[src/rtl/collision_event_scheduler.sv]
// Per-frame collision event queue: captures first hit per source each frame, replays them next frame
// one at a time in priority order. Optional macro COLL_GAMEOVER_FLUSH_EN: source-0 hit flushes and freezes capture.

module collision_lane #(
  parameter int COORD_W = 11
)(
  input  logic               clk,
  input  logic               resetN,
  input  logic               swap,
  input  logic               req,
  input  logic [COORD_W-1:0] px,
  input  logic [COORD_W-1:0] py,
  input  logic               cap_en,
  input  logic               cap_clr,
  input  logic               iss_drop,
  input  logic               iss_clr,
  output logic               cap_set,
  output logic               iss_hit,
  output logic [COORD_W-1:0] iss_x,
  output logic [COORD_W-1:0] iss_y
);
  logic               cap_hit;
  logic [COORD_W-1:0] cap_x, cap_y;

  // a strobe in the swap cycle lands in the freshly cleared bank
  assign cap_set = req && cap_en && (swap || !cap_hit);

  always_ff @(posedge clk or negedge resetN) begin
    if (!resetN) begin
      cap_hit <= 1'b0;
      cap_x   <= '0;
      cap_y   <= '0;
      iss_hit <= 1'b0;
      iss_x   <= '0;
      iss_y   <= '0;
    end else begin
      if (cap_clr)      cap_hit <= 1'b0;
      else if (swap)    cap_hit <= cap_set;
      else if (cap_set) cap_hit <= 1'b1;
      if (cap_set) begin
        cap_x <= px;
        cap_y <= py;
      end
      if (swap) begin
        iss_hit <= cap_hit && !iss_drop;
        iss_x   <= cap_x;
        iss_y   <= cap_y;
      end else if (iss_drop || iss_clr) begin
        iss_hit <= 1'b0;
      end
    end
  end
endmodule

module collision_event_scheduler #(
  parameter int NUM_SRC    = 4,
  parameter int COORD_W    = 11,
  parameter int FRAME_ID_W = 4
)(
  input  logic                       clk,
  input  logic                       resetN,
  input  logic                       startOfFrame,
  input  logic [NUM_SRC-1:0]         coll_req,
  input  logic [COORD_W-1:0]         pixelX,
  input  logic [COORD_W-1:0]         pixelY,
  output logic                       evt_valid,
  input  logic                       evt_ready,
  output logic [$clog2(NUM_SRC)-1:0] evt_src,
  output logic [COORD_W-1:0]         evt_x,
  output logic [COORD_W-1:0]         evt_y,
  output logic [FRAME_ID_W-1:0]      evt_frame,
  output logic                       game_over,
  output logic                       overrun
);
  localparam int SRC_W = $clog2(NUM_SRC);

  typedef enum logic [1:0] {IDLE, ARB, PRESENT} state_t;
  state_t state;

  logic                            swap, hs, flush, cap_en, stale, sel_any;
  logic [NUM_SRC-1:0]              cap_set, iss_hit, iss_drop, iss_clr;
  logic [NUM_SRC-1:0]              iss_avail, inflight_oh, remaining;
  logic [NUM_SRC-1:0][COORD_W-1:0] iss_x, iss_y;
  logic [FRAME_ID_W-1:0]           frame_cnt, iss_frame;
  logic [SRC_W-1:0]                sel;

  assign swap = startOfFrame;
  assign hs   = evt_valid && evt_ready;

`ifdef COLL_GAMEOVER_FLUSH_EN
  assign flush  = cap_set[0];
  assign cap_en = !game_over;
`else
  assign flush  = 1'b0;
  assign cap_en = 1'b1;
`endif

  // stale: the presented event came from a bank replaced by a later swap, so its bit is gone
  assign inflight_oh = (state == PRESENT && !stale) ? (NUM_SRC'(1) << evt_src) : '0;

  for (genvar i = 0; i < NUM_SRC; i++) begin : g_lane
    localparam bit OTHER = (i != 0);
    assign iss_drop[i] = flush && OTHER && (swap || !inflight_oh[i]);
    assign iss_clr[i]  = hs && !swap && inflight_oh[i];

    collision_lane #(.COORD_W(COORD_W)) u_lane (
      .clk      (clk),
      .resetN   (resetN),
      .swap     (swap),
      .req      (coll_req[i]),
      .px       (pixelX),
      .py       (pixelY),
      .cap_en   (cap_en),
      .cap_clr  (flush && OTHER),
      .iss_drop (iss_drop[i]),
      .iss_clr  (iss_clr[i]),
      .cap_set  (cap_set[i]),
      .iss_hit  (iss_hit[i]),
      .iss_x    (iss_x[i]),
      .iss_y    (iss_y[i])
    );
  end

  assign iss_avail = iss_hit & ~iss_drop;
  assign remaining = iss_avail & ~inflight_oh;

  always_comb begin
    sel     = '0;
    sel_any = 1'b0;
    for (int i = NUM_SRC - 1; i >= 0; i--) begin
      if (iss_avail[i]) begin
        sel     = SRC_W'(i);
        sel_any = 1'b1;
      end
    end
  end

  always_ff @(posedge clk or negedge resetN) begin
    if (!resetN) begin
      state     <= IDLE;
      stale     <= 1'b0;
      evt_valid <= 1'b0;
      evt_src   <= '0;
      evt_x     <= '0;
      evt_y     <= '0;
      evt_frame <= '0;
      game_over <= 1'b0;
      overrun   <= 1'b0;
      frame_cnt <= '0;
      iss_frame <= '0;
    end else begin
      overrun <= swap && |(iss_hit & ~inflight_oh);
      if (cap_set[0]) game_over <= 1'b1;
      if (swap) begin
        frame_cnt <= frame_cnt + 1'b1;
        iss_frame <= frame_cnt;
      end
      case (state)
        IDLE: if (|iss_hit) state <= ARB;
        // a swap during arbitration re-arbitrates on the new bank
        ARB: begin
          if (swap) begin
            state <= ARB;
          end else if (sel_any) begin
            state     <= PRESENT;
            evt_valid <= 1'b1;
            evt_src   <= sel;
            evt_x     <= iss_x[sel];
            evt_y     <= iss_y[sel];
            evt_frame <= iss_frame;
            stale     <= 1'b0;
          end else begin
            state <= IDLE;
          end
        end
        PRESENT: begin
          if (hs) begin
            evt_valid <= 1'b0;
            state     <= (swap || |remaining) ? ARB : IDLE;
          end else if (swap) begin
            stale <= 1'b1;
          end
        end
        default: state <= IDLE;
      endcase
    end
  end
endmodule

[config.mk]
export PLATFORM = sky130hd
export DESIGN_NAME = collision_event_scheduler
export DESIGN_NICKNAME = d
export VERILOG_FILES = /design/src/rtl/collision_event_scheduler.sv
export SDC_FILE = /design/constraint.sdc
export NUM_CORES = 1
export LEC_CHECK = 0
export BUFFER_PORTS_ARGS = -buffer_cell sky130_fd_sc_hd__buf_4
export CAP_MARGIN = 20
export CORE_MARGIN = 2
export CORE_UTILIZATION = 28
export CTS_CLUSTER_SIZE = 8
export DETAILED_ROUTE_END_ITERATION = 10
export HOLD_SLACK_MARGIN = 0.12
export SLEW_MARGIN = 0
export SYNTH_ARGS = -nofsm -noshare
export SYNTH_HDL_FRONTEND = slang
export SYNTH_SLANG_ARGS = --single-unit
[constraint.sdc]
create_clock -name clk -period 3.74 [get_ports clk]
set_clock_uncertainty 0.15 [all_clocks]
set_input_delay 0.561 -clock clk [delete_from_list [all_inputs] [get_ports clk]]
set_output_delay 0.561 -clock clk [all_outputs]
set_load 0.05 [all_outputs]
# Word level (Yosys, flattened, before mapping)
# Cells that the tools add are included.
[totals]
reg_bits = 226
wordCells = 132
out_inout_bits = 31
inputBits = 30
[op_classes]
eq_ne = 8
muxes = 44
n_addsub = 1
n_shift = 1
n_reduce_logical = 39
n_bitwise = 3
n_lt_le_gt_ge = 1
[op_table]
columns = ["op", "count"]
rows = [
  ["11-bit binary-select mux with 2-bit select", 2],
  ["1-bit two-way mux", 28],
  ["11-bit two-way mux", 2],
  ["2-bit nonzero test", 9],
  ["2-bit two-way mux", 8],
  ["1-bit logical AND", 12],
  ["2-bit inequality test, second input constant", 6],
  ["4-bit OR reduction", 2],
  ["1-bit zero test", 6],
  ["2-bit case mux with 3 select lines", 1],
  ["1-bit logical OR", 5],
  ["5-bit AND reduction", 1],
  ["4-bit by 1-bit adder with 4-bit output, second input constant", 1],
  ["4-bit bitwise AND", 1],
  ["4-bit two-way mux", 1],
  ["4-bit inverter", 1],
  ["1-bit case mux with 2 select lines", 2],
  ["4-bit AND reduction", 1],
  ["1-bit by 2-bit << shifter with 4-bit output, first input constant", 1],
  ["2-bit by 3-bit < comparator with 1-bit output, second input constant", 1],
  ["3-bit AND reduction", 1],
  ["2-bit by 1-bit == test with 1-bit output, second input constant", 1],
  ["2-bit == test, second input constant", 1],
  ["2-bit zero test", 1],
  ["other kinds (2)", 2],
]

# Logic depth before layout (Yosys ltp)
# Gate-level depths: netlist of the first run.
[logic_depth]
ltp_word = 10
mapped_depth = 6
ltp_nobuf = 4

# Hierarchy
# Synthesis of the first run repeated with hierarchy kept, for this count alone.
[hier_totals]
cells_unflattened = 616
area_unflattened_um2 = 9619.2
[modules_own_cells]
columns = ["module", "cells_each", "area_each_um2", "n_inst"]
rows = [
  ["collision_lane", 103, 1841.8, 4],
  ["collision_event_scheduler", 204, 2252.2, 1],
]

# Worst setup path after synthesis of the first run
# OpenSTA, ideal clock, no wires.
[synth_path]
path_type = "register to register"
startpoint = "register evt_src[1]"
endpoint = "register state[0]"
setup_ns = 0.135
stages_incl_launch_ff = 4
setup_slack_ns = 1.897
t_arrival_ns = 1.559
path_cell_list = "dfrtp_1 -> or4_4 -> a221oi_2 -> o31ai_1"
[synth_between]
elab_chain_cells = 9
[synth_rtl]
columns = ["item", "line", "text"]
rows = [
  ["start: declaration", "68", "output logic [$clog2(NUM_SRC)-1:0] evt_src,"],
  ["start signal: assignment", "167", "evt_src <= sel;"],
  ["1-bit by 2-bit << shifter with 4-bit output", "99", "assign inflight_oh = (state == PRESENT && !stale) ? (NUM_SRC'(1) << evt_src) : '0;"],
  ["4-bit two-way mux", "99", ""],
  ["4-bit inverter", "125", "assign remaining = iss_avail & ~inflight_oh;"],
  ["4-bit bitwise AND", "125", ""],
  ["4-bit OR reduction", "179", "state <= (swap || |remaining) ? ARB : IDLE;"],
  ["1-bit logical OR", "179", ""],
  ["1-bit two-way mux", "179", ""],
  ["2-bit two-way mux", "177", "if (hs) begin"],
  ["2-bit case mux with 3 select lines", "158", "case (state)"],
  ["end signal: assignment", "179", ""],
  ["end: declaration", "78", "state_t state;"],
]
# No other way between the ends. The select of a mux whose other input is x is not followed.
# A chain may end at the register's enable or synchronous reset.

# Final worst setup path of the first run
[layout_path]
startpoint = "register g_lane[2].u_lane.iss_hit"
endpoint = "register evt_y[4]"
[layout_between]
elab_chain_cells = 5
[layout_rtl]
columns = ["item", "line", "text"]
rows = [
  ["start: declaration", "18", "output logic iss_hit,"],
  ["start signal: assignment", "45", "iss_hit <= cap_hit && !iss_drop;"],
  ["2-bit two-way mux (3 in a row)", "131", "if (iss_avail[i]) begin"],
  ["11-bit binary-select mux with 2-bit select", "169", "evt_y <= iss_y[sel];"],
  ["11-bit two-way mux (implied by the code)", "169", ""],
  ["end signal: assignment", "169", ""],
  ["end: declaration", "70", "output logic [COORD_W-1:0] evt_y,"],
]
# Parallel ways exist; a longest one is shown, timed or not. The select of a mux whose other input is x is not followed.

==> impl_metrics.xml, run 1 <==
<?xml version="1.0" encoding="UTF-8"?>
<metrics>
  <group name="detailed_routing">
    <metric name="drt_wl_total" unit="mm">18.2</metric>
    <metric name="drt.antenna.violating_nets" unit="">0</metric>
    <metric name="drt_first_pass_iters" unit="">4</metric>
    <metric name="route.detailed.vias_per_inst" unit="">4.56</metric>
    <metric name="drtIter0Drc" unit="">238</metric>
    <metric name="total_number_of_vias" unit="">4947</metric>
    <metric name="drc" unit="">0</metric>
    <metric name="wl_per_cell" unit="um">16.8</metric>
  </group>
  <group name="clock_network">
    <metric name="post-cts-setup-buffers" unit="">0</metric>
    <metric name="worstSkewPairLatency" unit="ps">500</metric>
    <metric name="worst_setup_hold_path_clk_slew" unit="ps">50</metric>
    <metric name="cts-hold-fix-buffers" unit="">5</metric>
    <metric name="htree_num_levels" unit="">2</metric>
    <metric name="maximum_buffer_depth_of_the_clock_tree" unit="">3</metric>
    <metric name="cts-buffers-inserted" unit="">34</metric>
    <metric name="postCtsResizedCells" unit="">0</metric>
    <metric name="number_of_clock_sinks" unit="">226</metric>
    <metric name="tritoncts" unit="">yes</metric>
    <metric name="ctsRootBufferMaster" unit="">clkbuf_16</metric>
  </group>
  <group name="layout">
    <metric name="post_route_cells_drive_above_1_share" unit="%">44.6</metric>
    <metric name="diode_count" unit="">0</metric>
    <metric name="fin_nets" unit="">711</metric>
    <metric name="syn2layout_area_growth" unit="%">20.8</metric>
  </group>
  <group name="grt">
    <metric name="grt_first_pass_wirelength" unit="mm">29.5</metric>
    <metric name="antenna_found_initial" unit="">0</metric>
    <metric name="grt_max_degree" unit="">102</metric>
    <metric name="track_usage" unit="%">11.3</metric>
    <metric name="grt_pass1_vias" unit="">5153</metric>
    <metric name="grt_remaining_overflow" unit="">0</metric>
  </group>
  <group name="timing">
    <metric name="hold_slack" unit="ps">174</metric>
    <metric name="grt_setup_unrepaired" unit="">no</metric>
    <metric name="maxSlewViolCount" unit="">0</metric>
    <metric name="final_hold_viol_count" unit="">0</metric>
    <metric name="tns" unit="ps">0</metric>
    <metric name="setup-violations-final" unit="">0</metric>
    <metric name="slew_headroom" unit="%">35.3</metric>
    <metric name="slew_at_the_pin_with_the_worst_max_slew_slack" unit="ps">967</metric>
    <metric name="final.period_utilization" unit="%">59.0</metric>
    <metric name="max_freq" unit="MHz">453</metric>
    <metric name="min_period" unit="ps">2210</metric>
  </group>
  <group name="yosys">
    <metric name="synth.yosys.seq_area_share" unit="%">62.5</metric>
    <metric name="synth.lib_cells_used.distinct" unit="">36</metric>
    <metric name="yosys.area.top_type" unit="">dfrtp_1</metric>
    <metric name="syn-num-nets" unit="">631</metric>
    <metric name="synthCells" unit="">600</metric>
    <metric name="synth-main-ff-cell" unit="">dfrtp_1</metric>
    <metric name="count_of_flip_flops_with_a_built_in_enable_after_synthesis" unit="">0</metric>
    <metric name="synth.yosys.warnings" unit="">0</metric>
    <metric name="async_reset_ff_share" unit="%">100</metric>
    <metric name="ys_seq_elements" unit="">226</metric>
    <metric name="synth_top_cell_area_share" unit="%">62.5</metric>
    <metric name="syn_area" unit="sq um">9050</metric>
    <metric name="synth.avg_cell_area" unit="sq um">15.1</metric>
    <metric name="post-synth-top-count-cell" unit="">dfrtp_1</metric>
    <metric name="synth_top_cells_by_count" unit="">dfrtp_1 (226), mux2_2 (186), mux2i_1 (44), nand2_1 (33), o221ai_1 (22)</metric>
    <metric name="yosys-top-cells-area" unit="">dfrtp_1 (62%), mux2_2 (23%), mux2i_1 (4.9%), o221ai_1 (2.1%), nand2_1 (1.4%)</metric>
  </group>
  <group name="die">
    <metric name="rows" unit="">65</metric>
    <metric name="die_x" unit="um">184</metric>
    <metric name="fp.dieArea" unit="sq um">33800</metric>
    <metric name="initial_utilization" unit="%">28.5</metric>
    <metric name="coreArea" unit="sq um">31700</metric>
    <metric name="num_io_pins" unit="">61</metric>
    <metric name="chipHeight" unit="um">184</metric>
  </group>
  <group name="worst_setup_path">
    <metric name="critPathMaxFanout" unit="">45</metric>
    <metric name="end_kind" unit="">flop</metric>
    <metric name="arrival_time_at_the_worst_endpoint" unit="ps">2380</metric>
    <metric name="setup.worst_path.class" unit="">flop to flop</metric>
    <metric name="worst_setup_path_start_kind" unit="">flop</metric>
    <metric name="cp.required" unit="ps">3910</metric>
  </group>
  <group name="run">
    <metric name="maxCapViolations" unit="">0</metric>
  </group>
  <group name="hold_path">
    <metric name="hp-class" unit="">input port to flop</metric>
  </group>
  <group name="outcome">
    <metric name="status" unit="">finished clean</metric>
  </group>
  <group name="pwr">
    <metric name="power.ir.vdd_worst" unit="uV">259</metric>
    <metric name="power_density" unit="nW/um^2">584</metric>
    <metric name="leakage" unit="nW">4.75</metric>
  </group>
  <group name="placement">
    <metric name="post_dp_hpwl" unit="mm">10.6</metric>
    <metric name="routabilityCongestion" unit="">0.704</metric>
    <metric name="io_buffer_count" unit="">60</metric>
  </group>
</metrics>
flip-flops by register name, summed over array words and instances, names as in the netlist, 11 cells and up:
register and cells:
evt_x 11, evt_y 11, g_lane.u_lane.cap_x 44, g_lane.u_lane.cap_y 44, g_lane.u_lane.iss_x 44, g_lane.u_lane.iss_y 44
area by class of cell:
| class | count | area (sq um) |
|---|---|---|
| multi-input combinational | 337 | 3220 |
| timing repair buffer | 76 | 616 |
| clock inverter | 3 | 41.3 |
| tap | 402 | 503 |
| inverter | 5 | 18.8 |
| clock buffer | 35 | 876 |
| sequential | 226 | 5660 |
| fill | 3048 | 20800 |
kinds of logic (layout without fill, tap and decap cells):
family | Yosys count | count (layout) | share of synthesized area, %
and+or+nand+nor | 60 | 60 | 3.30
AOI/OAI and AO/OA | 43 | 43 | 3.62
xor gates and xnor gates | 3 | 3 | 0.290
buffers and inverters | 37 | 119 | 2.16
muxes | 230 | 230 | 28.0
adders and majority gates | 1 | 1 | 0.138
DFF | 226 | 226 | 62.5
critical path: stages (launching register included):
cell	delay, ps
dfrtp_1	400
nand2b_1	190
a21oi_4	140
buf_4	690
mux2i_1	290
o221ai_1	150
worst paths after layout:
path / depth (start not counted) / slack, ps / startpoint / endpoint
max in group asynchronous: 3 / 2070 / resetN / g_lane[3].u_lane.iss_y[0]
min: 2 / 170 / pixelX[9] / g_lane[3].u_lane.cap_x[9]
max: 5 / 1530 / g_lane[2].u_lane.iss_hit / evt_y[4]
min reg2reg: 1 / 320 / frame_cnt[3] / frame_cnt[3]
max reg2reg: 5 / 1530 / g_lane[2].u_lane.iss_hit / evt_y[4]
min in group asynchronous: 2 / 540 / resetN / g_lane[0].u_lane.cap_y[8]
per-layer routing:
layer | vias to the layer above | GRT usage (%) | routed length [um]
li1 | 2305 | - | -
met1 | 2548 | 14.7 | 8320
met2 | 66 | 18.1 | 8690
met3 | 28 | 3.07 | 881
met4 | 0 | 3.94 | 362
met5 | - | 0 | 0
per-stage QoR:
stage | total power, W | std cells | setup WS, ps | util, % | instance area (sq um)
global placement | 0.00376 | 1041 | 1160 | 31.4 | 9970
finish | 0.00639 | 1084 | 1530 | 34.5 | 10900
CTS | 0.00649 | 1084 | 1500 | 34.5 | 10900
floorplan | 0.00356 | 600 | 1900 | - | 9050
global route | 0.00672 | 1084 | 1370 | 34.5 | 10900
detailed placement | 0.00379 | 1041 | 1150 | 31.4 | 9970
placed cells by master (no fill, tap or decap), types with 2 or more instances in the layout:
cell type and count:
clkbuf_16 35, o221ai_1 22, xnor2_1 2, o21ai_0 11, inv_1 5, dlygate4sd3_1 5
mux2_2 186, mux2i_1 44, dfrtp_1 226, nand2_1 33, buf_12 2, nand2b_1 11
nand3_1 2, nor2b_1 2, buf_4 68, nor2_1 3, clkinv_8 2, o31ai_1 2
report_power, final:
| part | internal [W] | leakage [nW] | switching [W] | total (W) |
|---|---|---|---|---|
| combinational | 0.000421 | 1.60 | 0.000292 | 0.000713 |
| sequential | 0.00283 | 2.70 | 0.000195 | 0.00303 |
| clock | 0.00165 | 0.449 | 0.000996 | 0.00264 |
| total | 0.00490 | 4.75 | 0.00148 | 0.00639 |
(Power assumes the default switching activity.)
==> run 2: changes to the inputs <==
--- a/config.mk
+++ b/config.mk
@@ -5,6 +5,7 @@
 export SDC_FILE = /design/constraint.sdc
 export NUM_CORES = 1
 export LEC_CHECK = 0
+export ABC_AREA = 1
 export BUFFER_PORTS_ARGS = -buffer_cell sky130_fd_sc_hd__buf_4
 export CAP_MARGIN = 20
 export CORE_MARGIN = 2
==> constraint.sdc (replaced) <==
create_clock -name clk -period 1.9 [get_ports clk]
set_clock_uncertainty 0.15 [all_clocks]
set_input_delay 0.285 -clock clk [delete_from_list [all_inputs] [get_ports clk]]
set_output_delay 0.285 -clock clk [all_outputs]
set_load 0.05 [all_outputs]
==> run 2 against run 1 <==
Net effect: synthesized cell count increased by 80%; first-iteration DRC count increased by 95%; hold slack got worse by 38 ps; final cell count increased by 49%; global-route usage increased by 1.9 points; non-clock buffer count increased by 35; critical endpoint is now frame_cnt[3]; largest power group unchanged.
==> impl_metrics.xml, run 2 <==
<?xml version="1.0" encoding="UTF-8"?>
<metrics>
  <group name="yosys">
    <metric name="ys_seq_elements" unit="">226</metric>
    <metric name="synth_top_cell_area_share" unit="%">60.1</metric>
    <metric name="synth.lib_cells_used.distinct" unit="">23</metric>
    <metric name="async_reset_ff_share" unit="%">100</metric>
    <metric name="synth.yosys.seq_area_share" unit="%">60.1</metric>
    <metric name="yosys-top-cells-area" unit="">dfrtp_1 (60%), nand2_1 (14%), o21ai_0 (9.7%), inv_1 (5.0%), nand3_1 (4.8%)</metric>
    <metric name="synthSimpleGateAreaFrac" unit="%">20.2</metric>
    <metric name="synth_mux_area_share" unit="%">0</metric>
    <metric name="post-synth-top-count-cell" unit="">nand2_1</metric>
    <metric name="synth.avg_cell_area" unit="sq um">8.71</metric>
    <metric name="synth_compound_area_share" unit="%">10.7</metric>
    <metric name="post_synth_xor_area_fraction" unit="%">0.279</metric>
    <metric name="yosys.area.top_type" unit="">dfrtp_1</metric>
    <metric name="synth-main-ff-cell" unit="">dfrtp_1</metric>
    <metric name="synth_top_family_by_area" unit="">simple AND/OR/NAND/NOR gates</metric>
    <metric name="synthCells" unit="">1081</metric>
    <metric name="syn_area" unit="sq um">9420</metric>
    <metric name="syn-num-nets" unit="">1112</metric>
    <metric name="adder_cell_area_share_of_the_yosys_netlist" unit="%">0.133</metric>
    <metric name="synth.yosys.warnings" unit="">0</metric>
    <metric name="count_of_flip_flops_with_a_built_in_enable_after_synthesis" unit="">0</metric>
    <metric name="synth_top_cells_by_count" unit="">nand2_1 (352), dfrtp_1 (226), o21ai_0 (182), inv_1 (125), nand3_1 (91)</metric>
  </group>
  <group name="die">
    <metric name="chipHeight" unit="um">187</metric>
    <metric name="die_x" unit="um">187</metric>
    <metric name="fp.dieArea" unit="sq um">35100</metric>
    <metric name="initial_utilization" unit="%">28.2</metric>
    <metric name="rows" unit="">67</metric>
    <metric name="coreArea" unit="sq um">33400</metric>
    <metric name="num_io_pins" unit="">61</metric>
  </group>
  <group name="pwr">
    <metric name="p_total" unit="W">0.0154</metric>
    <metric name="power_density" unit="nW/um^2">1330</metric>
    <metric name="power.ir.vdd_worst" unit="uV">508</metric>
    <metric name="leakage" unit="nW">5.76</metric>
  </group>
  <group name="grt">
    <metric name="track_usage" unit="%">13.2</metric>
    <metric name="grt_remaining_overflow" unit="">0</metric>
    <metric name="grt_max_degree" unit="">194</metric>
    <metric name="grt_first_pass_wirelength" unit="mm">37.6</metric>
    <metric name="antenna_found_initial" unit="">0</metric>
    <metric name="grt_pass1_vias" unit="">6932</metric>
  </group>
  <group name="layout">
    <metric name="final_core_utilization" unit="%">34.8</metric>
    <metric name="final_cell_mix" unit="">nand2_1 (352), dfrtp_1 (226), o21ai_0 (182), inv_1 (125), nand3_1 (91)</metric>
    <metric name="post_route_cells_drive_above_1_share" unit="%">11.6</metric>
    <metric name="layout.cells.most_common" unit="">nand2_1</metric>
    <metric name="multiInputGateArea" unit="sq um">2950</metric>
    <metric name="seqCellArea" unit="sq um">5660</metric>
    <metric name="fin_nets" unit="">1199</metric>
    <metric name="diode_count" unit="">0</metric>
    <metric name="syn2layout_area_growth" unit="%">23.5</metric>
    <metric name="fill_cells" unit="">3478</metric>
  </group>
  <group name="worst_setup_path">
    <metric name="arrival_time_at_the_worst_endpoint" unit="ps">1850</metric>
    <metric name="end_kind" unit="">flop</metric>
    <metric name="setup.worst_path.class" unit="">input port to flop</metric>
    <metric name="critPathMaxFanout" unit="">193</metric>
    <metric name="worst_setup_path_start_kind" unit="">input port</metric>
    <metric name="regToRegSetupSlack" unit="ps">300</metric>
    <metric name="crit_chain" unit="">dlygate4sd3_1 &gt; buf_4 &gt; buf_12 &gt; nand4_1 &gt; xnor2_1</metric>
    <metric name="timing.critical_path.slowest_cell_delay" unit="ps">520</metric>
    <metric name="cpMaxStageDelayCell" unit="">dlygate4sd3_1</metric>
    <metric name="cp.required" unit="ps">2120</metric>
  </group>
  <group name="clock_network">
    <metric name="cts-buffers-inserted" unit="">34</metric>
    <metric name="postCtsResizedCells" unit="">0</metric>
    <metric name="post-cts-setup-buffers" unit="">0</metric>
    <metric name="maximum_buffer_depth_of_the_clock_tree" unit="">3</metric>
    <metric name="tritoncts" unit="">yes</metric>
    <metric name="htree_num_levels" unit="">2</metric>
    <metric name="number_of_clock_sinks" unit="">226</metric>
    <metric name="ctsRootBufferMaster" unit="">clkbuf_16</metric>
    <metric name="worst_setup_hold_path_clk_slew" unit="ps">50</metric>
    <metric name="worstSkewPairLatency" unit="ps">490</metric>
  </group>
  <group name="timing">
    <metric name="min_period" unit="ps">1630</metric>
    <metric name="maxSlewViolCount" unit="">0</metric>
    <metric name="final_hold_viol_count" unit="">0</metric>
    <metric name="grt_setup_unrepaired" unit="">no</metric>
    <metric name="slew_at_the_pin_with_the_worst_max_slew_slack" unit="ps">700</metric>
    <metric name="final.period_utilization" unit="%">85.8</metric>
    <metric name="max_freq" unit="MHz">614</metric>
    <metric name="slew_headroom" unit="%">53.3</metric>
    <metric name="setup-violations-final" unit="">0</metric>
    <metric name="tns" unit="ps">0</metric>
  </group>
  <group name="run">
    <metric name="maxCapViolations" unit="">0</metric>
  </group>
  <group name="detailed_routing">
    <metric name="drt_wl_total" unit="mm">22.9</metric>
    <metric name="wl_per_cell" unit="um">14.1</metric>
    <metric name="total_number_of_vias" unit="">7051</metric>
    <metric name="drc" unit="">0</metric>
    <metric name="drt_first_pass_iters" unit="">5</metric>
    <metric name="drt.antenna.violating_nets" unit="">0</metric>
    <metric name="drtIter0Drc" unit="">465</metric>
    <metric name="route.detailed.vias_per_inst" unit="">4.36</metric>
  </group>
  <group name="placement">
    <metric name="post_dp_hpwl" unit="mm">14.0</metric>
    <metric name="io_buffer_count" unit="">60</metric>
    <metric name="routabilityCongestion" unit="">0.739</metric>
  </group>
  <group name="outcome">
    <metric name="status" unit="">finished clean</metric>
  </group>
  <group name="hold_path">
    <metric name="hp-class" unit="">input port to flop</metric>
  </group>
</metrics>
run 2: cell types whose count changed in the layout (fill, tap and decap cells not counted), sizes merged, moves of 10 or more:
cell / previous run / this run
nand2: 33 / 356
mux2i: 44 / 0
dlygate4sd3: 5 / 27
inv: 5 / 130
buf: 71 / 84
nand3: 2 / 91
nand2b: 12 / 0
o21ai: 12 / 188
o221ai: 22 / 0
mux2: 186 / 0
nor2: 3 / 13
run 2: cell type report:
class | count | share of cell area, %
Sequential cell | 226 | 48.6
Multi-Input combinational cell | 666 | 25.3
Timing Repair Buffer | 111 | 9.32
Clock buffer | 36 | 7.57
Tap cell | 448 | 4.82
Inverter | 129 | 4.16
Clock inverter | 2 | 0.140
run 2: final timing paths:
check                                         startpoint                   endpoint  depth (start not counted)
worst max-delay path                        startOfFrame               frame_cnt[3]                          5
max in group asynchronous                         resetN  g_lane[3].u_lane.iss_y[0]                          3
min in group asynchronous                         resetN  g_lane[1].u_lane.cap_x[7]                          2
worst min register to register                 game_over                  game_over                          2
worst min-delay path                         coll_req[3]   g_lane[3].u_lane.cap_hit                          4
worst max register to register  g_lane[2].u_lane.iss_hit                  evt_y[10]                          9
run 2: metal layers:
metal | vias up | part of all wire [%] | track usage [%] | routed length, um
met4 | 0 | 1.7 | 3.94 | 397
li1 | 3556 | - | - | -
met1 | 3342 | 51 | 19.2 | 11600
met2 | 122 | 44 | 20.3 | 10100
met5 | - | 0 | 0 | 0
met3 | 31 | 3.3 | 2.14 | 757
run 2: cell families (layout without fill, tap and decap cells):
kind of cell             after synthesis  in the layout
AO/OA/AOI/OAI                        198            198
XOR/XNOR                               3              3
adder cells (fa/ha/maj)                1              1
buffers and inverters                189            278
flip-flops                           226            226
AND/OR/NAND/NOR                      464            464
run 2: worst max-delay path: cells and delay by family:
| kind | cells | cell delay (ps) |
|---|---|---|
| buffers and inverters | 3 | 1150 |
| and+or+nand+nor | 1 | 190 |
| xor gates and xnor gates | 1 | 160 |
run 2: where the power goes:
| group | internal (W) | switching [W] |
|---|---|---|
| registers | 0.00575 | 0.000498 |
| logic | 0.00126 | 0.00273 |
| clock network | 0.00323 | 0.00197 |
| total | 0.0102 | 0.00520 |
run 2: through the flow:
step | cells | hold WS (ps) | setup slack [ps] | area (sq um)
final | 1618 | 136 | 270 | 11600
after global routing | 1618 | 172 | 137 | 11600
after CTS | 1618 | 138 | 264 | 11600
after detailed placement | 1553 | 81.2 | 277 | 10500
after global placement | 1553 | 80.6 | 315 | 10500
after floorplan | 1081 | -161 | 409 | 9420
run 2: what timing repair did:
item | in CTS | in global routing
hold buffers | 27 | 0
endpoints found under the setup margin | 0 | 0
hold endpoints to repair | 321 | 0
